## src/rtl/el2_lsu_error_pipe_if.sv

```systemverilog
// LSU error pipe bus: D-stage address-check results in, registered R-stage
// error packet and first-error record handshake out.
interface el2_lsu_error_pipe_if #(
    parameter int CNT_W = 8
);
    logic             lsu_pkt_d_valid;
    logic             lsu_pkt_d_store;
    logic             lsu_pkt_d_dma;
    logic             lsu_pkt_d_fast_int;
    logic [31:0]      start_addr_d;
    logic             access_fault_d;
    logic             misaligned_fault_d;
    logic [3:0]       exc_mscause_d;
    logic             fir_dccm_access_error_d;
    logic             fir_nondccm_access_error_d;
    logic             flush_m;
    logic             flush_r;
    logic             lsu_error_pkt_r_valid;
    logic             lsu_error_pkt_r_store;
    logic             lsu_error_pkt_r_exc_type;
    logic [3:0]       lsu_error_pkt_r_mscause;
    logic [31:0]      lsu_error_pkt_r_addr;
    logic [1:0]       lsu_fir_error_r;
    logic             err_rec_valid;
    logic [31:0]      err_rec_addr;
    logic [3:0]       err_rec_mscause;
    logic             err_rec_exc_type;
    logic             err_rec_ack;
    logic             err_rec_ovf;
    logic [CNT_W-1:0] fault_cnt;
    logic             cnt_clr;

    modport master (
        output lsu_pkt_d_valid, lsu_pkt_d_store, lsu_pkt_d_dma,
        output lsu_pkt_d_fast_int, start_addr_d, access_fault_d,
        output misaligned_fault_d, exc_mscause_d,
        output fir_dccm_access_error_d, fir_nondccm_access_error_d,
        output flush_m, flush_r, err_rec_ack, cnt_clr,
        input  lsu_error_pkt_r_valid, lsu_error_pkt_r_store,
        input  lsu_error_pkt_r_exc_type, lsu_error_pkt_r_mscause,
        input  lsu_error_pkt_r_addr, lsu_fir_error_r,
        input  err_rec_valid, err_rec_addr, err_rec_mscause,
        input  err_rec_exc_type, err_rec_ovf, fault_cnt
    );

    modport slave (
        input  lsu_pkt_d_valid, lsu_pkt_d_store, lsu_pkt_d_dma,
        input  lsu_pkt_d_fast_int, start_addr_d, access_fault_d,
        input  misaligned_fault_d, exc_mscause_d,
        input  fir_dccm_access_error_d, fir_nondccm_access_error_d,
        input  flush_m, flush_r, err_rec_ack, cnt_clr,
        output lsu_error_pkt_r_valid, lsu_error_pkt_r_store,
        output lsu_error_pkt_r_exc_type, lsu_error_pkt_r_mscause,
        output lsu_error_pkt_r_addr, lsu_fir_error_r,
        output err_rec_valid, err_rec_addr, err_rec_mscause,
        output err_rec_exc_type, err_rec_ovf, fault_cnt
    );
endinterface

```

## src/rtl/el2_lsu_error_pipe.sv

```systemverilog
// LSU error pipe: stages D-stage fault results through M and R, presents the
// R-stage error packet, holds a first-error record and a saturating count.
module el2_lsu_error_pipe #(
    parameter int CNT_W = 8
) (
    input logic                 clk,
    input logic                 rst_l,
    el2_lsu_error_pipe_if.slave bus
);
    localparam logic [CNT_W-1:0] CNT_MAX = '1;

    logic             w_exc_d;
    logic [1:0]       w_fir_d;
    logic             w_pkt_valid;
    logic             w_cap;
    logic             w_drop;

    logic             r_m_exc;
    logic             r_m_store;
    logic             r_m_type;
    logic [3:0]       r_m_mscause;
    logic [31:0]      r_m_addr;
    logic [1:0]       r_m_fir;

    logic             r_r_exc;
    logic             r_r_store;
    logic             r_r_type;
    logic [3:0]       r_r_mscause;
    logic [31:0]      r_r_addr;
    logic [1:0]       r_r_fir;

    logic             r_rec_valid;
    logic             r_rec_type;
    logic [3:0]       r_rec_mscause;
    logic [31:0]      r_rec_addr;
    logic             r_ovf;
    logic [CNT_W-1:0] r_cnt;

    // DMA never faults; DCCM error wins when both fast-int errors are set
    always_comb begin
        w_exc_d = bus.lsu_pkt_d_valid & ~bus.lsu_pkt_d_dma
                & (bus.access_fault_d | bus.misaligned_fault_d);
        w_fir_d = 2'b00;
        if (bus.lsu_pkt_d_valid & bus.lsu_pkt_d_fast_int) begin
            if (bus.fir_dccm_access_error_d) begin
                w_fir_d = 2'b01;
            end else if (bus.fir_nondccm_access_error_d) begin
                w_fir_d = 2'b10;
            end
        end
    end

    always_ff @(posedge clk) begin
        if (!rst_l) begin
            r_m_exc     <= 1'b0;
            r_m_store   <= 1'b0;
            r_m_type    <= 1'b0;
            r_m_mscause <= 4'h0;
            r_m_addr    <= 32'h0;
            r_m_fir     <= 2'b00;
            r_r_exc     <= 1'b0;
            r_r_store   <= 1'b0;
            r_r_type    <= 1'b0;
            r_r_mscause <= 4'h0;
            r_r_addr    <= 32'h0;
            r_r_fir     <= 2'b00;
        end else begin
            r_m_exc     <= w_exc_d & ~bus.flush_m;
            r_m_fir     <= w_fir_d & {2{~bus.flush_m}};
            r_m_store   <= bus.lsu_pkt_d_store;
            r_m_type    <= bus.misaligned_fault_d;
            r_m_mscause <= bus.exc_mscause_d;
            r_m_addr    <= bus.start_addr_d;
            r_r_exc     <= r_m_exc & ~bus.flush_m;
            r_r_fir     <= r_m_fir & {2{~bus.flush_m}};
            r_r_store   <= r_m_store;
            r_r_type    <= r_m_type;
            r_r_mscause <= r_m_mscause;
            r_r_addr    <= r_m_addr;
        end
    end

    assign w_pkt_valid = r_r_exc & ~bus.flush_r;
    assign w_cap       = w_pkt_valid & (~r_rec_valid | bus.err_rec_ack);
    assign w_drop      = w_pkt_valid & r_rec_valid & ~bus.err_rec_ack;

    always_ff @(posedge clk) begin
        if (!rst_l) begin
            r_rec_valid   <= 1'b0;
            r_rec_type    <= 1'b0;
            r_rec_mscause <= 4'h0;
            r_rec_addr    <= 32'h0;
        end else if (w_cap) begin
            r_rec_valid   <= 1'b1;
            r_rec_type    <= r_r_type;
            r_rec_mscause <= r_r_mscause;
            r_rec_addr    <= r_r_addr;
        end else if (bus.err_rec_ack) begin
            r_rec_valid   <= 1'b0;
        end
    end

    // Clear wins over hold, but a same-cycle event is still accounted for
    always_ff @(posedge clk) begin
        if (!rst_l) begin
            r_ovf <= 1'b0;
            r_cnt <= '0;
        end else begin
            if (w_drop) begin
                r_ovf <= 1'b1;
            end else if (bus.cnt_clr) begin
                r_ovf <= 1'b0;
            end
            if (bus.cnt_clr) begin
                r_cnt <= {{(CNT_W-1){1'b0}}, w_pkt_valid};
            end else if (w_pkt_valid && r_cnt != CNT_MAX) begin
                r_cnt <= r_cnt + 1'b1;
            end
        end
    end

    assign bus.lsu_error_pkt_r_valid    = w_pkt_valid;
    assign bus.lsu_error_pkt_r_store    = r_r_store;
    assign bus.lsu_error_pkt_r_exc_type = r_r_type;
    assign bus.lsu_error_pkt_r_mscause  = r_r_mscause;
    assign bus.lsu_error_pkt_r_addr     = r_r_addr;
    assign bus.lsu_fir_error_r          = r_r_fir & {2{~bus.flush_r}};
    assign bus.err_rec_valid            = r_rec_valid;
    assign bus.err_rec_addr             = r_rec_addr;
    assign bus.err_rec_mscause          = r_rec_mscause;
    assign bus.err_rec_exc_type         = r_rec_type;
    assign bus.err_rec_ovf              = r_ovf;
    assign bus.fault_cnt                = r_cnt;
endmodule

```

## src/flat_wrapper.sv

```systemverilog
// flat-port wrapper written by rule: the top's interface ports become plain ports
module el2_lsu_error_pipe_flat 
#(
    parameter int CNT_W = 8
)
  (clk, rst_l, bus_lsu_pkt_d_valid, bus_lsu_pkt_d_store, bus_lsu_pkt_d_dma, bus_lsu_pkt_d_fast_int, bus_start_addr_d, bus_access_fault_d, bus_misaligned_fault_d, bus_exc_mscause_d, bus_fir_dccm_access_error_d, bus_fir_nondccm_access_error_d, bus_flush_m, bus_flush_r, bus_err_rec_ack, bus_cnt_clr, bus_lsu_error_pkt_r_valid, bus_lsu_error_pkt_r_store, bus_lsu_error_pkt_r_exc_type, bus_lsu_error_pkt_r_mscause, bus_lsu_error_pkt_r_addr, bus_lsu_fir_error_r, bus_err_rec_valid, bus_err_rec_addr, bus_err_rec_mscause, bus_err_rec_exc_type, bus_err_rec_ovf, bus_fault_cnt);
  el2_lsu_error_pipe_if #(.CNT_W(CNT_W)) bus_i ();
  input logic clk;
  input logic rst_l;
  input wire logic [$bits(bus_i.lsu_pkt_d_valid)-1:0] bus_lsu_pkt_d_valid;
  input wire logic [$bits(bus_i.lsu_pkt_d_store)-1:0] bus_lsu_pkt_d_store;
  input wire logic [$bits(bus_i.lsu_pkt_d_dma)-1:0] bus_lsu_pkt_d_dma;
  input wire logic [$bits(bus_i.lsu_pkt_d_fast_int)-1:0] bus_lsu_pkt_d_fast_int;
  input wire logic [$bits(bus_i.start_addr_d)-1:0] bus_start_addr_d;
  input wire logic [$bits(bus_i.access_fault_d)-1:0] bus_access_fault_d;
  input wire logic [$bits(bus_i.misaligned_fault_d)-1:0] bus_misaligned_fault_d;
  input wire logic [$bits(bus_i.exc_mscause_d)-1:0] bus_exc_mscause_d;
  input wire logic [$bits(bus_i.fir_dccm_access_error_d)-1:0] bus_fir_dccm_access_error_d;
  input wire logic [$bits(bus_i.fir_nondccm_access_error_d)-1:0] bus_fir_nondccm_access_error_d;
  input wire logic [$bits(bus_i.flush_m)-1:0] bus_flush_m;
  input wire logic [$bits(bus_i.flush_r)-1:0] bus_flush_r;
  input wire logic [$bits(bus_i.err_rec_ack)-1:0] bus_err_rec_ack;
  input wire logic [$bits(bus_i.cnt_clr)-1:0] bus_cnt_clr;
  output wire logic [$bits(bus_i.lsu_error_pkt_r_valid)-1:0] bus_lsu_error_pkt_r_valid;
  output wire logic [$bits(bus_i.lsu_error_pkt_r_store)-1:0] bus_lsu_error_pkt_r_store;
  output wire logic [$bits(bus_i.lsu_error_pkt_r_exc_type)-1:0] bus_lsu_error_pkt_r_exc_type;
  output wire logic [$bits(bus_i.lsu_error_pkt_r_mscause)-1:0] bus_lsu_error_pkt_r_mscause;
  output wire logic [$bits(bus_i.lsu_error_pkt_r_addr)-1:0] bus_lsu_error_pkt_r_addr;
  output wire logic [$bits(bus_i.lsu_fir_error_r)-1:0] bus_lsu_fir_error_r;
  output wire logic [$bits(bus_i.err_rec_valid)-1:0] bus_err_rec_valid;
  output wire logic [$bits(bus_i.err_rec_addr)-1:0] bus_err_rec_addr;
  output wire logic [$bits(bus_i.err_rec_mscause)-1:0] bus_err_rec_mscause;
  output wire logic [$bits(bus_i.err_rec_exc_type)-1:0] bus_err_rec_exc_type;
  output wire logic [$bits(bus_i.err_rec_ovf)-1:0] bus_err_rec_ovf;
  output wire logic [$bits(bus_i.fault_cnt)-1:0] bus_fault_cnt;
  assign bus_i.lsu_pkt_d_valid = bus_lsu_pkt_d_valid;
  assign bus_i.lsu_pkt_d_store = bus_lsu_pkt_d_store;
  assign bus_i.lsu_pkt_d_dma = bus_lsu_pkt_d_dma;
  assign bus_i.lsu_pkt_d_fast_int = bus_lsu_pkt_d_fast_int;
  assign bus_i.start_addr_d = bus_start_addr_d;
  assign bus_i.access_fault_d = bus_access_fault_d;
  assign bus_i.misaligned_fault_d = bus_misaligned_fault_d;
  assign bus_i.exc_mscause_d = bus_exc_mscause_d;
  assign bus_i.fir_dccm_access_error_d = bus_fir_dccm_access_error_d;
  assign bus_i.fir_nondccm_access_error_d = bus_fir_nondccm_access_error_d;
  assign bus_i.flush_m = bus_flush_m;
  assign bus_i.flush_r = bus_flush_r;
  assign bus_i.err_rec_ack = bus_err_rec_ack;
  assign bus_i.cnt_clr = bus_cnt_clr;
  assign bus_lsu_error_pkt_r_valid = bus_i.lsu_error_pkt_r_valid;
  assign bus_lsu_error_pkt_r_store = bus_i.lsu_error_pkt_r_store;
  assign bus_lsu_error_pkt_r_exc_type = bus_i.lsu_error_pkt_r_exc_type;
  assign bus_lsu_error_pkt_r_mscause = bus_i.lsu_error_pkt_r_mscause;
  assign bus_lsu_error_pkt_r_addr = bus_i.lsu_error_pkt_r_addr;
  assign bus_lsu_fir_error_r = bus_i.lsu_fir_error_r;
  assign bus_err_rec_valid = bus_i.err_rec_valid;
  assign bus_err_rec_addr = bus_i.err_rec_addr;
  assign bus_err_rec_mscause = bus_i.err_rec_mscause;
  assign bus_err_rec_exc_type = bus_i.err_rec_exc_type;
  assign bus_err_rec_ovf = bus_i.err_rec_ovf;
  assign bus_fault_cnt = bus_i.fault_cnt;
  el2_lsu_error_pipe #(.CNT_W(CNT_W)) u_core (.clk(clk), .rst_l(rst_l), .bus(bus_i));
endmodule
```

## config.mk

```make
export PLATFORM = sky130hd
export DESIGN_NAME = el2_lsu_error_pipe_flat
export DESIGN_NICKNAME = d
export VERILOG_FILES = /design/src/rtl/el2_lsu_error_pipe_if.sv /design/src/rtl/el2_lsu_error_pipe.sv /design/src/flat_wrapper.sv
export SDC_FILE = /design/constraint.sdc
export NUM_CORES = 1
export LEC_CHECK = 0
export BUFFER_PORTS_ARGS = -buffer_cell sky130_fd_sc_hd__buf_2
export CAP_MARGIN = 25
export CORE_MARGIN = 2
export CORE_UTILIZATION = 45
export CTS_CLUSTER_DIAMETER = 50
export DETAILED_ROUTE_END_ITERATION = 12
export PLACE_DENSITY = 0.73
export SETUP_SLACK_MARGIN = 0.02
export SYNTH_ARGS = -nofsm -noshare
export SYNTH_HDL_FRONTEND = slang
export SYNTH_SLANG_ARGS = --single-unit
```

## constraint.sdc

```tcl
create_clock -name clk -period 2.9 [get_ports clk]
set_input_delay 0.58 -clock clk [delete_from_list [all_inputs] [get_ports clk]]
set_output_delay 0.58 -clock clk [all_outputs]
set_load 0.05 [all_outputs]
```

==> summary.json <==
{
  "ir_worst_vdd": {"value": 0.395, "unit": "mV"},
  "ys_seq_area_frac": {"value": 0.627},
  "synth_area": {"value": 4120, "unit": "um^2"},
  "arr_time_crit_path": {"value": 1.29, "unit": "ns"},
  "antenna-diode-count": {"value": 0},
  "hold_violations": {"value": 0},
  "crit_path_cell_trace": {"value": "buf_2"},
  "fin_crit_sh": {"value": 0.643},
  "synthSimpleGateAreaFrac": {"value": 0.220},
  "worst_slew_pin_slew": {"value": 0.695, "unit": "ns"},
  "max-clock-path-buffers": {"value": 2},
  "synthToLayoutAreaGrowth": {"value": 33.2, "unit": "%"},
  "adder_cell_share_of_the_synthesized_area": {"value": 0.00304},
  "ff2ff_path_depth": {"value": 4},
  "worstPathRequired": {"value": 2.32, "unit": "ns"},
  "cts.clk_slew.worst_paths": {"value": 0.06, "unit": "ns"},
  "path_class": {"value": "flop to output pin"},
  "async_sr_flop_fraction": {"value": 0},
  "insertion_delay": {"value": 0.49, "unit": "ns"},
  "power.density": {"value": 760, "unit": "nW/um^2"},
  "setup-tns-final": {"value": 0, "unit": "ns"},
  "grtUsageTotal": {"value": 0.179},
  "timing_max_transition_violations_final": {"value": 0},
  "fp.coreArea": {"value": 8810, "unit": "um^2"},
  "drv_cap": {"value": 0},
  "design.final.nets": {"value": 588},
  "library_cell_used_as_clock_root_buffer": {"value": "clkbuf_8"},
  "floorplan.initialDensity": {"value": 0.467},
  "cts_made_buffers": {"value": 17},
  "initial_antenna_violation_count": {"value": 0},
  "synth_flop_cell": {"value": "dfxtp_1"},
  "placementRows": {"value": 34},
  "r2r-start": {"value": "u_core.bus.fault_cnt[1]"},
  "yosys.area.top_type_share": {"value": 0.627},
  "post_synth_main_area_contributors": {"value": "dfxtp_1 63%, and2_1 12%, a21oi_1 5.1%, nand3_1 4.7%, o21ai_0 4.1%"},
  "place_worst_setup_slack": {"value": 1.04, "unit": "ns"},
  "muxShareOfSynthArea": {"value": 0.00243},
  "globalRouteOverflowTotal": {"value": 0},
  "postRouteAntennaNets": {"value": 0},
  "netlist.top_cell.by_area": {"value": "dfxtp_1"},
  "route.final.wire_length": {"value": 8.66, "unit": "mm"},
  "worst_hold_path.endpoint": {"value": "u_core.r_m_exc"},
  "finalSetupViolations": {"value": 0},
  "r2r_slack": {"value": 1.22, "unit": "ns"},
  "final.min_clock_period": {"value": 1.87, "unit": "ns"},
  "fillers": {"value": 732},
  "routedWlPerCell": {"value": 13.2, "unit": "um"},
  "finalWeightedCongestion": {"value": 0.903},
  "cts_hold_buffers": {"value": 0},
  "synth_enable_flop_cells": {"value": 0},
  "clock_sink_count": {"value": 129},
  "worstPathMaxFanout": {"value": 8},
  "placement.cell_area": {"value": 4870, "unit": "um^2"},
  "die_y": {"value": 99.6, "unit": "um"},
  "timing.fmax": {"value": 536, "unit": "MHz"},
  "synth.yosys.warnings": {"value": 0},
  "startpoint_type": {"value": "flop"},
  "clock-skew-final": {"value": 0.00632, "unit": "ns"},
  "number_of_global_route_vias_before_repair": {"value": 2986},
  "hpwlAfterDp": {"value": 5.95, "unit": "mm"},
  "synth_area_per_cell": {"value": 10.2, "unit": "um^2"},
  "post_cts.repair.setup_buffers": {"value": 0},
  "leakage": {"value": 2.47, "unit": "nW"},
  "post_drt_via_cell_ratio": {"value": 4.96},
  "worst-path-buf-inv": {"value": 1},
  "chipWidth": {"value": 99.6, "unit": "um"},
  "initialDrtViolationCount": {"value": 131},
  "cts-resized-gates": {"value": 0},
  "crit_family": {"value": "flip-flops"},
  "vias": {"value": 3266},
  "timing.hold.ws": {"value": 0.260, "unit": "ns"},
  "grt_max_degree": {"value": 43},
  "hold_depth": {"value": 2},
  "drt_first_pass_iters": {"value": 5},
  "cts_tree": {"value": "yes"},
  "ys_ff_latch": {"value": 129},
  "cts-htree-levels": {"value": 4},
  "rsz0062_at_grt": {"value": "false"},
  "synth_compound_area_frac": {"value": 0.114},
  "holdCritStartpoint": {"value": "bus_lsu_pkt_d_dma"},
  "io-pin-count": {"value": 138},
  "remaining_drc_errors": {"value": 0},
  "critPathCaptureType": {"value": "output pin"},
  "dieArea": {"value": 9930, "unit": "um^2"},
  "layout.cell_area.non_filler": {"value": 5480, "unit": "um^2"},
  "fin_ws": {"value": 1.03, "unit": "ns"},
  "grt_first_pass_wirelength": {"value": 14.0, "unit": "mm"},
  "yosysUniqueCellTypes": {"value": 37},
  "most_instantiated_cells_after_synthesis": {"value": "129 x dfxtp_1, 79 x and2_1, 42 x a21oi_1"},
  "min-delay-path-class": {"value": "primary input to flop"},
  "synthesized_net_count": {"value": 454},
  "synth_top_family_by_area": {"value": "simple AND/OR/NAND/NOR gates"},
  "power": {"value": 4.17, "unit": "mW"},
  "drive_gt1_frac": {"value": 0.327},
  "outcome": {"value": "completed"},
  "netlist_instances": {"value": 403},
  "max-slew-margin-rel": {"value": 0.536},
  "yosys.area_share.xor_xnor": {"value": 0},
  "crit_path_top_delay_cell": {"value": "dfxtp_1"},
  "max_stage_delay": {"value": 0.47, "unit": "ns"},
  "yosysMostFrequentCell": {"value": "dfxtp_1"},
  "port-buffer-count": {"value": 137},
  "r2r_path_end": {"value": "u_core.bus.fault_cnt[6]"}
}
## kinds of logic after synthesis
logic type      Yosys count
compound gates           88
fa+ha+maj                 1
buf+inv                  33
flops                   129
mux                       1
simple gates            151
## metrics by stage
step / util / std cells
2_1_floorplan: - / 403
3_3_place_gp: 0.553 / 626
3_5_place_dp: 0.553 / 626
4_1_cts: 0.622 / 658
5_1_grt: 0.622 / 658
6_report: 0.622 / 658
## placed cells by master (no fill, tap or decap), drive strengths merged, types with 2 or more instances in the layout
cell type	netlist	routed
a31oi	2	2
and2	79	79
buf	8	144
nand3	39	39
a21oi	42	42
clkinv	0	2
a41oi	2	2
nor3	4	4
nor4bb	2	2
clkbuf	21	18
nor2	4	4
nand2	3	3
and3	2	2
nand2b	4	4
bufinv	0	3
dfxtp	129	129
inv	4	8
clkinvlp	0	5
nor2b	6	6
nand4b	2	2
o21ai	37	37
## layout make-up
class                      count  area, um^2  area share
clock buffer                  18         428      0.0781
inverter                       4        15.0     0.00274
clock inverter                14         180      0.0329
tap                          108         135      0.0247
multi-input combinational    241        1400       0.256
sequential                   129        2580       0.471
timing repair buffer         144         738       0.135
## layer usage
metal / up-vias / wire (um) / GRT usage
li1: 1636 / - / -
met1: 1479 / 3790 / 0.224
met2: 143 / 4070 / 0.288
met3: 8 / 732 / 0.0604
met4: 0 / 72 / 0.0685
met5: - / 0 / 0
## how the worst max path moves through the flow
stage                                       start                          end  slack [ns]  depth (start not counted)
after floorplan           u_core.bus.fault_cnt[1]      u_core.bus.fault_cnt[6]        1.01                          4
after global placement            bus_err_rec_ack  u_core.bus.err_rec_addr[14]        1.11                          5
after detailed placement          bus_err_rec_ack  u_core.bus.err_rec_addr[17]        1.04                          5
after CTS                 u_core.bus.fault_cnt[2]             bus_fault_cnt[2]        1.02                          1
after global routing      u_core.bus.fault_cnt[3]             bus_fault_cnt[3]        0.96                          1
final                     u_core.bus.fault_cnt[2]             bus_fault_cnt[2]        1.03                          1
## registers in the layout (all words and copies together), names as in the netlist, 2 cells and up
| register | count |
|---|---|
| u_core.bus.err_rec_addr | 32 |
| u_core.bus.err_rec_mscause | 4 |
| u_core.bus.fault_cnt | 8 |
| u_core.bus.lsu_error_pkt_r_addr | 32 |
| u_core.bus.lsu_error_pkt_r_mscause | 4 |
| u_core.r_m_addr | 32 |
| u_core.r_m_fir | 2 |
| u_core.r_m_mscause | 4 |
| u_core.r_r_fir | 2 |
## where the power goes
group	leakage [nW]	internal [mW]	switching, mW
registers	1.06	1.82	0.0160
logic	1.13	0.0677	0.130
clock network	0.281	1.35	0.782
Power figures use the tool's default switching activity.
